### src/rtl/seq_shift_left_unit.sv
// seq_shift_left_unit
//
// Multi-cycle logical left shifter. An operand and shift amount are captured
// when start is accepted in IDLE; the register then moves one bit position
// per clock and the last bit leaving the top position is kept in carry_out.
//
// Ports:
//   clk        system clock, rising edge
//   rst_n      asynchronous active-low reset
//   start      request, sampled only in IDLE
//   data_in    operand, captured on accepted start
//   amount     shift count (0..2**CNT_W-1), captured on accepted start
//   rotate     (SHL_ROTATE_EN only) rotate-left select, captured on start
//   busy       high while shifting
//   done       one-cycle completion pulse
//   result     shift register contents, final when done=1, held afterwards
//   carry_out  last bit shifted out of bit WIDTH-1
//
// Build option: define SHL_ROTATE_EN to add the rotate input. With rotate=1
// the bit leaving the top re-enters at bit 0.
//
// state  | meaning
// -------+---------------------------------
// IDLE   | waiting for start
// SHIFT  | one shift per clock
// DONE   | single-cycle completion pulse

module seq_shift_left_unit #(
    parameter int WIDTH = 64,
    parameter int CNT_W = 6
) (
    input  logic             clk,
    input  logic             rst_n,
    input  logic             start,
    input  logic [WIDTH-1:0] data_in,
    input  logic [CNT_W-1:0] amount,
`ifdef SHL_ROTATE_EN
    input  logic             rotate,
`endif
    output logic             busy,
    output logic             done,
    output logic [WIDTH-1:0] result,
    output logic             carry_out
);

    localparam logic [1:0] ST_IDLE  = 2'd0;
    localparam logic [1:0] ST_SHIFT = 2'd1;
    localparam logic [1:0] ST_DONE  = 2'd2;

    logic [1:0]       state_q,  state_d;
    logic [CNT_W-1:0] cnt_q,    cnt_d;
    logic [WIDTH-1:0] shreg_q,  shreg_d;
    logic             carry_q,  carry_d;
    logic             fill;

`ifdef SHL_ROTATE_EN
    logic rot_q, rot_d;

    always_comb begin
        rot_d = rot_q;
        if (state_q == ST_IDLE && start) begin
            rot_d = rotate;
        end
    end

    always_ff @(posedge clk or negedge rst_n) begin
        if (!rst_n) begin
            rot_q <= 1'b0;
        end else begin
            rot_q <= rot_d;
        end
    end

    assign fill = rot_q & shreg_q[WIDTH-1];
`else
    assign fill = 1'b0;
`endif

    always_comb begin
        state_d = state_q;
        cnt_d   = cnt_q;
        shreg_d = shreg_q;
        carry_d = carry_q;
        case (state_q)
            ST_IDLE: begin
                if (start) begin
                    shreg_d = data_in;
                    cnt_d   = amount;
                    carry_d = 1'b0;
                    state_d = (amount == '0) ? ST_DONE : ST_SHIFT;
                end
            end
            ST_SHIFT: begin
                shreg_d = {shreg_q[WIDTH-2:0], fill};
                carry_d = shreg_q[WIDTH-1];
                cnt_d   = cnt_q - 1'b1;
                // Leaving at count 1 means the counter never wraps below zero.
                if (cnt_q == {{(CNT_W-1){1'b0}}, 1'b1}) begin
                    state_d = ST_DONE;
                end
            end
            ST_DONE: begin
                state_d = ST_IDLE;
            end
            default: begin
                state_d = ST_IDLE;
            end
        endcase
    end

    always_ff @(posedge clk or negedge rst_n) begin
        if (!rst_n) begin
            state_q <= ST_IDLE;
            cnt_q   <= '0;
            shreg_q <= '0;
            carry_q <= 1'b0;
        end else begin
            state_q <= state_d;
            cnt_q   <= cnt_d;
            shreg_q <= shreg_d;
            carry_q <= carry_d;
        end
    end

    assign busy      = (state_q == ST_SHIFT);
    assign done      = (state_q == ST_DONE);
    assign result    = shreg_q;
    assign carry_out = carry_q;

endmodule

### config.mk
export PLATFORM = sky130hd
export DESIGN_NAME = seq_shift_left_unit
export DESIGN_NICKNAME = d
export VERILOG_FILES = /design/src/rtl/seq_shift_left_unit.sv
export SDC_FILE = /design/constraint.sdc
export NUM_CORES = 1
export LEC_CHECK = 0
export CAP_MARGIN = 40
export CORE_UTILIZATION = 39
export CTS_BUF_LIST = sky130_fd_sc_hd__clkbuf_16
export DETAILED_ROUTE_END_ITERATION = 16
export GPL_TIMING_DRIVEN = 0
export PLACE_DENSITY = 0.76
export SLEW_MARGIN = 15
export SYNTH_ARGS = -nofsm -noshare
export SYNTH_HDL_FRONTEND = slang
export SYNTH_SLANG_ARGS = --single-unit
### constraint.sdc
create_clock -name clk -period 1.61 [get_ports clk]
set_input_delay 0.322 -clock clk [delete_from_list [all_inputs] [get_ports clk]]
set_output_delay 0.322 -clock clk [all_outputs]
set_load 0.02 [all_outputs]
* Word level (Yosys, flattened, before mapping)
Cells that the tools add are included.
Cells by class: add/subtract/negate cells 1, equal/unequal tests 5, multiplexer cells 10, reductions and logical operators 5
Operator list (count):
- $pmux 64 s2 | 1
- $mux 64 | 1
- $pmux 6 s2 | 1
- $eq 6x1->1 const B | 1
- $logic_not 6->1 | 1
- $mux 2 | 3
- $mux 6 | 1
- $sub 6x1->6 const B | 1
- $pmux 2 s2 | 1
- $reduce_and 2->1 | 2
- $eq 2x1->1 const B | 1
- $eq 2x2->1 const B | 1
- $logic_not 2->1 | 1
- $ne 2x1->1 const B | 1
- $ne 2x2->1 const B | 1
- $pmux 1 s2 | 1
- $reduce_bool 2->1 | 1
- $mux 1 | 1
Word-level totals: register bits 73, bits of input ports 73, output and inout bits 67, logic and storage cells 25

* Longest topological paths before layout
depth in word-level cells 4, depth in mapped cells 6

* Worst setup path before layout
No wires, ideal clock.
path type register to register, start register cnt_q[0], end register cnt_q[4], data arrival time 1.478 ns, slack 0.007 ns, stages on the path, launching flop included 6, clock period less this slack 1.603 ns, cell sequence dfrtp_1 -> inv_1 -> ha_1 -> or3b_1 -> a32o_1 -> a221o_1
On the way: word-level cells in the longest chain between the ends 2
Ends and longest elaborated chain:
- start, declared | RTL line 51 | logic [CNT_W-1:0] cnt_q, cnt_d;
- start signal, assigned | RTL line 119 | cnt_q <= cnt_d;
- $sub 6x1->6 | RTL line 96 | cnt_d = cnt_q - 1'b1;
- $pmux 6 s2 | RTL line 84 | case (state_q)
No other way between the ends. A chain may end at the register's enable or synchronous reset.

* Worst setup path in the final report
start register cnt_q[1], end register cnt_q[4]
Same word-level chain as after synthesis.

==> run_results.csv <==
group,metric,value,unit
placement,gp_congestion,0.767,
hold_path,worstHoldStart,"amount[1]",
outcome,status,"complete, no violations",
synth,synth_fp_nets,421,
global_routing,grt_max_degree,40,
cells_and_area,fin_nets,583,
drt,via_per_inst,5.06,
power_and_ir_drop,pwr-share-clk,0.184,
power_and_ir_drop,sw_frac_of_total,0.410,
sta,final_max_slew_viol_count,0,
critical_path,end_kind,"register",
synth,synth_cell_type_count,39,
global_routing,antenna_found_initial,0,
die,start_util,0.404,
cells_and_area,multiInputGateArea,1590,µm²
critical_path,rrSetupSlack,0.002,ns
global_routing,grt_pass1_wl,15700,µm
global_routing,grt.total_usage,0.206,
critical_path,r2r-start,"cnt_q[1]$_DFFE_PN0P_",
synth,ys_async_sr_fraction,1.00,
die,die_area,9420,µm²
hold_path,holdPathEnd,"cnt_q[1]$_DFFE_PN0P_",
power_and_ir_drop,powerDensity,2060,nW/µm²
synth,syn-instance-count,346,
critical_path,worstPathArrival,1.81,ns
drt,drt_iter0_drc,115,
die,fp.dieH,97.1,µm
placement,hpwl,6710,µm
power_and_ir_drop,p_int,6.63,mW
synth,synth-seq-cells,73,
critical_path,startpoint_type,"register",
critical_path,cp_data_required_time,1.81,ns
critical_path,r2r_end,"cnt_q[4]$_DFFE_PN0P_",
sta,finalHoldViolations,0,
cells_and_area,seq_area,1830,µm²
die,io_pins,140,
die,die_w,97.1,µm
sta,worstMarginPinSlew,0.461,ns
synth,syn-cell-area,3530,µm²
cells_and_area,layout_common_cells,"dfrtp_1 (71), dlygate4sd2_1 (67), clkdlybuf4s50_1 (67)",
synth,ys.flop_type,"dfrtp_1",
cts,cts_tree,"built",
cts,cts_buffers,9,
power_and_ir_drop,pwr-share-comb,0.505,
hold_path,hold_path.class,"input pin to register",
sta,clock-skew-final,0.00674,ns
power_and_ir_drop,p_leak,2.69,nW
cells_and_area,drive_above_1_share,0.123,
synth,ys_warn_count,0,
sta,tns,0,ns
hold_path,hold_path_depth,3,
die,row_count,34,
sta,rsz0062_at_grt,"true",
drt,first_pass_iters,4,
cts,clkTransAtPathRegs,0.06,ns
drt,drt-wirelength-per-cell,15.4,µm
power_and_ir_drop,p_switching,4.60,mW
cells_and_area,syn_to_final_growth,55.0,%
cells_and_area,num-fill-cells,746,
cts,htree_levels,3,
global_routing,grt_pass1_vias,3246,
flow_run,maxCapViolCount,0,
sta,clock.fmax,622,MHz
power_and_ir_drop,ir_drop,0.927,mV
sta,worst_slack,0.00236,ns
placement,place.port_buffers,139,
critical_path,critPathMaxFanout,3,
drt,vias,3143,
drt,drt-total-wl,9550,µm
power_and_ir_drop,pwr-share-seq,0.312,
die,coreArea,8720,µm²
sta,period_minus_slack,1.61,ns
sta,setup_viol,0,
critical_path,critPathKind,"register to register",
cts,clockBufferDepth,2,
synth,synth-edff-count,0,
cts,cts.sink_count,73,
cts,insertion_delay,0.32,ns
sta,max_slew_margin,0.692,
sta,holdWs,0.487,ns
synth,ys_seq_area_frac,0.518,
cts,cts_root_buffer,"clkbuf_16",
critical_path,rr_worst_depth,5,
cells_and_area,final_common_cell,"dfrtp_1",
drt,ant_nets,0,
global_routing,gr-total-overflow,0,
synth,avgSynthCellArea,10.2,µm²
cells_and_area,n_antenna_cell,0,
sta,min_period_over_period,0.999,
power_and_ir_drop,power,11.2,mW
drt,drc,0,
placement,pre_cts_slack,-0.763,ns
-- sequential cells by signal (all words and copies together) (netlist names) --
name,count
carry_out,1
result,64
state_q,2
cnt_q,6
-- critical path, cell delays in order (launching register included) --
cell and delay [ns]:
dfrtp_1 0.41, inv_2 0.10, ha_4 0.15, or3b_1 0.34, a32o_1 0.20, a221o_1 0.29
-- worst max path at each step --
stage                           start                    end  slack [ns]
6_report         cnt_q[1]$_DFFE_PN0P_   cnt_q[4]$_DFFE_PN0P_       0.002
4_1_cts        state_q[0]$_DFFE_PN0P_                   busy       -0.03
2_1_floorplan    cnt_q[0]$_DFFE_PN0P_   cnt_q[4]$_DFFE_PN0P_       0.007
3_3_place_gp                    rst_n  result[8]$_DFFE_PN0P_       -2.31
3_5_place_dp                    start  result[1]$_DFFE_PN0P_       -0.76
5_1_grt          cnt_q[1]$_DFFE_PN0P_   cnt_q[4]$_DFFE_PN0P_       -0.03
-- cell usage after synthesis, drive strengths merged, types with 2 or more instances --
cell,count,share of area
o211ai,2,0.0043
a221o,2,0.0057
buf,11,0.019
dfrtp,73,0.52
mux2i,63,0.18
a21oi,7,0.0099
nand2,65,0.069
nor2,4,0.0043
nor2b,2,0.0035
o21ai,66,0.094
or3b,2,0.0050
nand2b,4,0.0071
ha,2,0.0071
inv,7,0.0075
clkbuf,13,0.014
nand3b,3,0.0064
nor3,2,0.0028
-- power by group through the flow --
stage	clock network, mW	registers, mW	logic, mW
6_report	2.06	3.50	5.67
5_1_grt	2.19	3.64	6.14
4_1_cts	2.10	3.50	5.66
3_5_place_dp	0	3.56	5.93
3_3_place_gp	0	3.52	5.81
2_1_floorplan	0	4.42	2.50
-- per-stage QoR --
step / util / instances / instance area (µm²)
2_1_floorplan: - / 346 / 3530
3_3_place_gp: 0.579 / 593 / 5050
3_5_place_dp: 0.581 / 594 / 5070
4_1_cts: 0.623 / 618 / 5440
5_1_grt: 0.627 / 621 / 5470
6_report: 0.627 / 621 / 5470
-- final cells by class --
| type | count | area share |
|---|---|---|
| well taps | 108 | 0.0247 |
| clock buffers | 9 | 0.0412 |
| repair buffers | 152 | 0.260 |
| clock inverters | 7 | 0.0156 |
| multi-input cells | 242 | 0.291 |
| inverters | 7 | 0.00618 |
| plain buffers | 23 | 0.0268 |
| flip-flops and latches | 73 | 0.335 |
-- routing by layer --
layer | routed length, µm | vias up | share of wire | GRT usage
met5 | 0 | - | 0 | 0
li1 | - | 1532 | - | -
met4 | 184 | 0 | 0.019 | 0.0723
met3 | 526 | 13 | 0.055 | 0.0554
met2 | 4570 | 110 | 0.48 | 0.342
met1 | 4270 | 1488 | 0.45 | 0.259
-- cell families (layout without fill, tap and decap cells) --
group,count (synthesis),in the layout,share of synthesized area
fa+ha+maj,2,2,0.00710
buf+inv,31,198,0.0405
flops,73,73,0.518
mux,64,64,0.182
simple gates,89,89,0.114
compound gates,87,87,0.138
-- what timing repair did --
item,4_1_cts,5_1_grt
hold buffers,1,0
setup buffers,7,4
setup endpoints to repair,134,41
pin swaps,3,3
hold endpoints to repair,34,0
gates resized for setup,105,12
(Power assumes the default switching activity.)
